==> src/rtl/s100_ctl_seq_pkg.sv <==
// rtl/s100_ctl_seq_pkg.sv - shared definitions for the S-100 control-bus sequencer
//
// Purpose: state encoding, ctl_out bit positions and the Z80 cycle-start
// decode shared by the sequencer and its bench-facing documentation.
// Ports: none (package).

package s100_ctl_seq_pkg;

  typedef enum logic [2:0] {
    IDLE   = 3'd0,
    SYNC   = 3'd1,
    STVAL  = 3'd2,
    STROBE = 3'd3,
    DONE   = 3'd4,
    HOLD   = 3'd5
  } state_t;

  localparam int CTL_PSYNC  = 4;
  localparam int CTL_PSTVAL = 3;
  localparam int CTL_PDBIN  = 2;
  localparam int CTL_PWR    = 1;
  localparam int CTL_SINTA  = 0;

  // A bus cycle is a memory read/write, an I/O read/write, or an interrupt
  // acknowledge (IORQ together with M1).
  function automatic logic cycle_start(input logic mreq_n, input logic iorq_n,
                                       input logic rd_n, input logic wr_n,
                                       input logic m1_n);
    return (!mreq_n && (!rd_n || !wr_n)) ||
           (!iorq_n && (!rd_n || !wr_n || !m1_n));
  endfunction

endpackage

==> src/rtl/s100_ctl_seq_strobe_cnt.sv <==
// rtl/s100_ctl_seq_strobe_cnt.sv - loadable saturating down-counter with zero flag
//
// Purpose: times the minimum strobe width of a bus cycle.
// Ports:
//   clock, reset     clock and asynchronous active-high reset
//   load, load_val   load load_val on the next edge (takes priority over dec)
//   dec              decrement by one, holding at zero
//   zero             count is zero

module s100_ctl_seq_strobe_cnt #(
  parameter int CNT_W = 4
) (
  input  logic             clock,
  input  logic             reset,
  input  logic             load,
  input  logic [CNT_W-1:0] load_val,
  input  logic             dec,
  output logic             zero
);

  logic [CNT_W-1:0] count;

  always_ff @(posedge clock or posedge reset) begin
    if (reset) begin
      count <= '0;
    end else if (load) begin
      count <= load_val;
    end else if (dec && (count != '0)) begin
      count <= count - CNT_W'(1);
    end
  end

  assign zero = (count == '0);

endmodule

==> src/rtl/s100_ctl_seq.sv <==
// rtl/s100_ctl_seq.sv - Z80 strobe to S-100 control vector sequencer with hold arbitration
//
// Purpose: turns Z80 MREQ/IORQ/RD/WR/M1 into the timed S-100 control vector
// {psync, pstval, pdbin, pwr, sinta}, stalls the Z80 with WAIT until the
// strobe is long enough and the bus is ready, and grants DMA hold between
// cycles.
// Ports:
//   clock, reset                      clock, asynchronous active-high reset
//   z80_mreq_n .. z80_m1_n            Z80 strobes, active-low
//   s100_xrdy, s100_prdy              bus ready, active-high
//   hold_req                          DMA hold request
//   ctl_out[4:0]                      control vector to the mux
//   ctl_sel                           mux select, 1 = bus released
//   phlda                             hold acknowledge
//   z80_wait_n                        Z80 WAIT, active-low
//   busy                              sequencer not idle
// All outputs are registered.

module s100_ctl_seq
  import s100_ctl_seq_pkg::*;
#(
  parameter int WAIT_CYCLES = 1,
  parameter int IO_EXTRA    = 1,
  parameter int CNT_W       = 4
) (
  input  logic       clock,
  input  logic       reset,
  input  logic       z80_mreq_n,
  input  logic       z80_iorq_n,
  input  logic       z80_rd_n,
  input  logic       z80_wr_n,
  input  logic       z80_m1_n,
  input  logic       s100_xrdy,
  input  logic       s100_prdy,
  input  logic       hold_req,
  output logic [4:0] ctl_out,
  output logic       ctl_sel,
  output logic       phlda,
  output logic       z80_wait_n,
  output logic       busy
);

  localparam logic [CNT_W-1:0] MEM_LOAD = CNT_W'(WAIT_CYCLES);
  localparam logic [CNT_W-1:0] IO_LOAD  = CNT_W'(WAIT_CYCLES + IO_EXTRA);

  state_t state, state_nxt;

  logic is_rd, is_wr, is_io, is_inta;
  logic is_rd_nxt, is_wr_nxt, is_io_nxt, is_inta_nxt;

  logic [4:0] ctl_nxt;
  logic       sel_nxt, hlda_nxt, wait_n_nxt, busy_nxt;

  logic cyc_start;
  logic ready;
  logic cnt_zero;

  assign cyc_start = cycle_start(z80_mreq_n, z80_iorq_n, z80_rd_n, z80_wr_n, z80_m1_n);
  assign ready     = s100_xrdy & s100_prdy;

  s100_ctl_seq_strobe_cnt #(
    .CNT_W(CNT_W)
  ) u_strobe_cnt (
    .clock   (clock),
    .reset   (reset),
    .load    (state == STVAL),
    .load_val(is_io ? IO_LOAD : MEM_LOAD),
    .dec     (state == STROBE),
    .zero    (cnt_zero)
  );

  // Next state and cycle attributes.
  always_comb begin
    state_nxt   = state;
    is_rd_nxt   = is_rd;
    is_wr_nxt   = is_wr;
    is_io_nxt   = is_io;
    is_inta_nxt = is_inta;

    unique case (state)
      IDLE: begin
        if (cyc_start) begin
          // A cycle start beats a simultaneous hold request; the hold is
          // picked up the next time the sequencer is idle.
          state_nxt   = SYNC;
          is_inta_nxt = !z80_iorq_n && !z80_m1_n;
          is_rd_nxt   = !z80_rd_n || is_inta_nxt;
          is_wr_nxt   = !z80_wr_n && !is_rd_nxt;
          is_io_nxt   = !z80_iorq_n;
        end else if (hold_req) begin
          state_nxt = HOLD;
        end
      end
      SYNC:   state_nxt = STVAL;
      STVAL:  state_nxt = STROBE;
      STROBE: if (cnt_zero && ready) state_nxt = DONE;
      // Wait for the Z80 to finish the cycle so it is not recognised twice.
      DONE:   if (z80_mreq_n && z80_iorq_n) state_nxt = IDLE;
      HOLD:   if (!hold_req) state_nxt = IDLE;
      default: state_nxt = IDLE;
    endcase
  end

  // Output values decoded from the state being entered, so the registered
  // outputs change on the same edge as the state.
  always_comb begin
    ctl_nxt    = '0;
    sel_nxt    = 1'b0;
    hlda_nxt   = 1'b0;
    wait_n_nxt = 1'b1;
    busy_nxt   = (state_nxt != IDLE);

    unique case (state_nxt)
      SYNC: begin
        ctl_nxt[CTL_PSYNC] = 1'b1;
        ctl_nxt[CTL_SINTA] = is_inta_nxt;
        wait_n_nxt         = 1'b0;
      end
      STVAL: begin
        ctl_nxt[CTL_PSTVAL] = 1'b1;
        ctl_nxt[CTL_SINTA]  = is_inta_nxt;
        wait_n_nxt          = 1'b0;
      end
      STROBE: begin
        ctl_nxt[CTL_PDBIN] = is_rd_nxt;
        ctl_nxt[CTL_PWR]   = is_wr_nxt;
        ctl_nxt[CTL_SINTA] = is_inta_nxt;
        wait_n_nxt         = 1'b0;
      end
      HOLD: begin
        // Bus is released one edge after HOLD is entered; a Z80 cycle that
        // starts meanwhile is only stalled, and is sequenced after release.
        sel_nxt    = (state == HOLD);
        hlda_nxt   = (state == HOLD);
        wait_n_nxt = !cyc_start;
      end
      default: begin
        ctl_nxt = '0;
      end
    endcase
  end

  always_ff @(posedge clock or posedge reset) begin
    if (reset) begin
      state      <= IDLE;
      is_rd      <= 1'b0;
      is_wr      <= 1'b0;
      is_io      <= 1'b0;
      is_inta    <= 1'b0;
      ctl_out    <= '0;
      ctl_sel    <= 1'b0;
      phlda      <= 1'b0;
      z80_wait_n <= 1'b1;
      busy       <= 1'b0;
    end else begin
      state      <= state_nxt;
      is_rd      <= is_rd_nxt;
      is_wr      <= is_wr_nxt;
      is_io      <= is_io_nxt;
      is_inta    <= is_inta_nxt;
      ctl_out    <= ctl_nxt;
      ctl_sel    <= sel_nxt;
      phlda      <= hlda_nxt;
      z80_wait_n <= wait_n_nxt;
      busy       <= busy_nxt;
    end
  end

endmodule

==> config.mk <==
export PLATFORM = sky130hd
export DESIGN_NAME = s100_ctl_seq
export DESIGN_NICKNAME = d
export VERILOG_FILES = /design/src/rtl/s100_ctl_seq_pkg.sv /design/src/rtl/s100_ctl_seq_strobe_cnt.sv /design/src/rtl/s100_ctl_seq.sv
export SDC_FILE = /design/constraint.sdc
export NUM_CORES = 1
export LEC_CHECK = 0
export CELL_PAD_IN_SITES_DETAIL_PLACEMENT = 1
export CELL_PAD_IN_SITES_GLOBAL_PLACEMENT = 1
export CORE_ASPECT_RATIO = 0.6
export CORE_UTILIZATION = 35
export DETAILED_ROUTE_END_ITERATION = 16
export GPL_ROUTABILITY_DRIVEN = 0
export GPL_TIMING_DRIVEN = 0
export PLACE_DENSITY_LB_ADDON = 0.12
export REMOVE_ABC_BUFFERS = 1
export SYNTH_ARGS = -nofsm -noshare
export SYNTH_HDL_FRONTEND = slang
export SYNTH_SLANG_ARGS = --single-unit
==> constraint.sdc <==
create_clock -name clock -period 2.9 [get_ports clock]
set_input_delay 0.58 -clock clock [delete_from_list [all_inputs] [get_ports clock]]
set_output_delay 0.58 -clock clock [all_outputs]
set_load 0.01 [all_outputs]
# Word-level counts from Yosys, hierarchy flattened
# Cells that the tools add are included.
# totals
ff_bits	19
in_bits	10
out_inout_bits	9
# op_classes
n_addsub	1
eq_ne	9
muxes	21
bitwise	1
reduce_logical	25
# op_table
operator	n
one-hot mux 3 bit (6 select lines)	1
2-to-1 mux 3 bit	5
equality test 3 x 2 -> 1 bit, second input constant	4
2-to-1 mux 1 bit	10
equality test 3 bit, second input constant	3
2-to-1 mux 4 bit	2
logical AND 1 bit	7
logical NOT 1 bit	7
equality test 3 x 1 -> 1 bit, second input constant	2
logical NOT 4 bit	1
logical OR 1 bit	4
2-to-1 mux 2 bit	2
nonzero test 4 bit	1
subtractor 4 x 1 -> 4 bit, second input constant	1
logical NOT 3 bit	1
nonzero test 3 bit	1
OR reduction 3 bit	1
one-hot mux 1 bit (2 select lines)	1
AND reduction 2 bit	1
nonzero test 2 bit	1
AND 1 bit	1

# Longest topological paths before layout
# Gate-level depths: netlist of the first run.
# depth
ltp_word	10
ltp_mapped	6
mapped_depth_nobuf	6

# Hierarchy
# From an unflattened synthesis of the first run, not the netlist that was laid out.
# hier_totals
cells_unflattened	91
area_unflattened_um2	934.6
# by_module_without_submodules
mod	instances	cells_per_inst	area_per_inst_um2	seq_area_each_um2
s100_ctl_seq	1	63	673.1	376.6
s100_ctl_seq_strobe_cnt	1	28	261.5	100.1

# Worst setup path after synthesis of the first run
# Ideal clock, no wire load.
# synth_path
path_kind	register to register
startpoint	register u_strobe_cnt.count[0]
endpoint	register ctl_out[0]
setup_time_ps	120
arrival_ps	1421
t_required_ps	2780
slack_ps	1359
path_stages_with_launch	7
cell_sequence	dfrtp_1 -> inv_1 -> ha_1 -> nor3b_4 -> nand4_4 -> o221a_4 -> and3_1
# synth_via
elab_chain_len	7
word_cells_on_any_way	9
# synth_rtl
item	line	source
from (decl)	s100_ctl_seq_strobe_cnt.sv:21	logic [CNT_W-1:0] count;
from (signal assigned)	s100_ctl_seq_strobe_cnt.sv:27	count <= load_val;
from (signal assigned)	s100_ctl_seq_strobe_cnt.sv:29	count <= count - CNT_W'(1);
logical NOT 4 bit (*)	s100_ctl_seq_strobe_cnt.sv:33	assign zero = (count == '0);
logical AND 1 bit (*)	s100_ctl_seq.sv:96	STROBE: if (cnt_zero && ready) state_nxt = DONE;
2-to-1 mux 3 bit (*)	s100_ctl_seq.sv:96	
one-hot mux 3 bit (6 select lines) (*)	s100_ctl_seq.sv:80	unique case (state)
equality test 3 x 1 -> 1 bit or equality test 3 x 2 -> 1 bit (tied branches)	s100_ctl_seq.sv:113	unique case (state_nxt)
OR reduction 3 bit (no source line) (*)	n/a	
2-to-1 mux 1 bit (*)	s100_ctl_seq.sv:113	
via ctl_nxt[0]	s100_ctl_seq.sv:51	logic [4:0] ctl_nxt;
to (signal assigned)	s100_ctl_seq.sv:161	ctl_out <= ctl_nxt;
to (decl)	s100_ctl_seq.sv:36	output logic [4:0] ctl_out,
# Mark *: on every way through the listed nets, which the timed path passes. The rest lies on a longest branch.
# A chain may end at the register's enable or synchronous reset.

# Worst setup path in the final report of the first run
# layout_path
startpoint	register z80_wait_n
endpoint	output z80_wait_n
# layout_rtl
item	line	source
from (decl)	s100_ctl_seq.sv:39	output logic z80_wait_n,
from (signal assigned)	s100_ctl_seq.sv:164	z80_wait_n <= wait_n_nxt;
# No word-level cell between the ends.

==> flow_summary_export.csv, run 1 <==
group,metric,value,unit
run_status,outcome,"finished clean",
yosys,yosys-top-cells-area,"dfrtp_1, nand2_1, nand2b_1",
yosys,synth_edf_count,0,
yosys,yosysTopAreaCellShare,0.4832,
clock_tree,ctsHoldBuffers,0,
detailed_routing,ant_nets,0,
floorplanning,die_h,41.98,um
global_route,grt_max_degree,20,
worst_hold_path,min_path_type,"register to register",
floorplanning,initial_utilization,0.3695,
detailed_routing,wl,2100,um
finish,area_delta_synth_final,26.58,%
detailed_routing,route.detailed.drc,0,
finish,postLayoutCoreUtil,0.4678,
clock_tree,ctsResizeCount,0,
detailed_routing,post_drt_wl_per_cell,14.89,um
placed_design,dpl.hpwl,1593,um
yosys,ys_top_cells_by_count,"dfrtp_1, nand2_1, inv_1",
yosys,synthCells,90,
floorplanning,core_area,2522,um2
global_route,grt_pass1_wl,3505,um
timing,finalWorstSetupSlack,1.020,ns
yosys,yosys_warnings,0,
finish,diodes,0,
critical_path,cp_max_fo,1,
yosys,yosys_most_used_dff,"dfrtp_1",
critical_path,end_kind,"output port",
detailed_routing,drt_iter0_drc,31,
critical_path,r2r-start,"u_strobe_cnt.count[0]",
timing,worstMarginPinSlew,0.7430,ns
clock_tree,clk_pin_slew,0.08,ns
global_route,grt_pass1_vias,713,
floorplanning,ioPinCount,19,
yosys,synth_seq_cells,19,
placed_design,port_buffers,18,
yosys,synth_async_sr_flop_share,1.000,
clock_tree,clk_latency,0.26,ns
critical_path,slowest_stage,"dfstp_2",
yosys,synth_top_cell_by_area,"dfrtp_1",
yosys,synth_area,932.1,um2
timing,max_freq,0.5319,GHz
timing,rsz0062_at_grt,"false",
detailed_routing,firstDrtPassIters,4,
finish,drive_gt1_frac,0.07339,
power_and_ir_drop,powerDensity,945.3,nW/um2
timing,finalMaxSlewViolations,0,
placed_design,dp_slack,0.8164,ns
clock_tree,htreeDepth,1,
critical_path,required,2.32,ns
timing,hold_viol_final,0,
global_route,grt_overflow,0,
yosys,seq_area_frac_synth,0.5114,
finish,num-fill-cells,291,
yosys,synthMostInstantiatedCell,"dfrtp_1",
timing,maxSlewHeadroom,0.5041,
power_and_ir_drop,p_leak,0.0005176,uW
clock_tree,cts_tree,"done",
critical_path,cp_slowest_stage_delay,0.52,ns
yosys,synth_cell_types,34,
clock_tree,cts_setup_buffers,0,
timing,period_minus_slack,1.880,ns
flow_run,maxCapViolations,0,
floorplanning,die_area,2881,um2
clock_tree,clockBufferDepth,2,
placed_design,placedCellCount,137,
critical_path,critPathArrivalTime,1.30,ns
floorplanning,rows,14,
critical_path,cp-startpoint,"z80_wait_n",
global_route,antenna_found_initial,0,
yosys,synth_area_per_cell,10.36,um2
timing,fin_crit_sh,0.6483,
timing,clock_skew,0.007865,ns
detailed_routing,num_vias,747,
clock_tree,clock_sinks,19,
floorplanning,fp.dieW,68.63,um
clock_tree,cts_inserted_buffers,3,
critical_path,crit_chain,"clkdlybuf4s50_1",
finish,num-nets-final,121,
critical_path,cp-start-kind,"register",
critical_path,crit_buf_inv,1,
power_and_ir_drop,ir_drop,0.3308,mV
clock_tree,root_buffer,"clkbuf_8",
finish,final_cells,141,
detailed_routing,vias_per_cell,5.298,
worst_hold_path,hp-start,"is_io",
timing,finalSetupTns,0,ns
global_route,grt_use_total,0.1762,
timing,setup_viol,0,
critical_path,path_class,"register to output port",
critical_path,critical_path.top_delay_family,"flip-flops",
-- sequential cells by signal (all words and copies together) (netlist names) --
signal,count
phlda,1
is_io,1
u_strobe_cnt.count,4
ctl_out,5
busy,1
state,3
is_rd,1
z80_wait_n,1
is_inta,1
is_wr,1
-- worst reg2reg max path: stages, from the launching register on --
cell and delay [ns]:
dfrtp_1 0.42, inv_1 0.07, ha_1 0.21, nor3b_4 0.34, nand4_4 0.18, o221a_4 0.28
and3_1 0.15
-- final timing paths --
kind | slack (ns) | depth (start not counted) | to
max in group asynchronous | 1.69 | 2 | u_strobe_cnt.count[3]
min | 0.49 | 2 | is_io
max reg2reg | 1.15 | 6 | ctl_out[0]
max | 1.02 | 1 | z80_wait_n
min reg2reg | 0.49 | 2 | is_io
min in group asynchronous | 0.74 | 2 | ctl_out[3]
-- where the power goes --
group          total (uW)  leakage, uW  internal, uW  switching (uW)
combinational         453     0.000262           234             219
clock                 190    0.0000228          97.9            92.4
sequential            472     0.000232           370             101
total                1120     0.000518           702             413
-- final cells by class --
class,instances,area [um2],share of cell area
Multi-Input combinational cell,60,407.9,0.3457
Tap cell,32,40.04,0.03393
Timing Repair Buffer,18,180.2,0.1527
Clock buffer,4,45.04,0.03818
Inverter,8,30.03,0.02545
Sequential cell,19,476.7,0.4040
-- layout by cell type (no fill, tap or decap), drive strengths merged, types with 2 or more instances in the layout --
cell type / instances
a21o: 2
a21oi: 4
a22o: 2
and3: 3
clkbuf: 4
clkdlybuf4s50: 18
dfrtp: 18
inv: 8
nand2: 11
nand2b: 5
nor2: 3
nor3: 2
o21ai: 9
or3: 2
-- cell families (layout without fill, tap and decap cells) --
family / count (synthesis) / count (layout) / synth area share
flip-flops: 19 / 19 / 0.5114
adder cells (fa/ha/maj): 1 / 1 / 0.01342
multiplexers: 1 / 1 / 0.01208
AO/OA/AOI/OAI: 25 / 25 / 0.1879
AND/OR/NAND/NOR: 33 / 33 / 0.2242
buffers and inverters: 11 / 30 / 0.05101
-- per-stage QoR --
stage               instance area [um2]  hold WS [ns]  power, uW
floorplan                         914.6        0.4418      750.9
global placement                   1135        0.4611      903.3
detailed placement                 1135        0.4758      933.2
CTS                                1180        0.4916       1124
global route                       1180        0.5230       1203
finish                             1180        0.4854       1115
-- metal layers --
| layer | vias up | global-route usage | part of all wire |
|---|---|---|---|
| met3 | 4 | 0.05978 | 0.056 |
| met2 | 19 | 0.2294 | 0.41 |
| li1 | 360 | - | - |
| met5 | - | 0 | 0 |
| met1 | 364 | 0.2552 | 0.52 |
| met4 | 0 | 0.08750 | 0.020 |
Power figures use the tool's default switching activity.
==> run 2, diff against run 1 <==
Clock period 2.9 ns to 2 ns, I/O delays scaled along.
==> results of run 2 <==
The final DEF is identical to that of run 1. Status: finished clean.
Among the figures that moved: setup slack after placement 0.8164 ns -> 0.09644 ns; setup slack after layout 1.020 ns -> 0.2483 ns; start point of the critical path z80_wait_n -> u_strobe_cnt.count[0]; end point of the critical path z80_wait_n -> ctl_out[0]; register-to-register setup slack 1.15 ns -> 0.25 ns; total power 1115 uW -> 1617 uW; worst IR drop on VDD 0.3308 mV -> 0.4796 mV
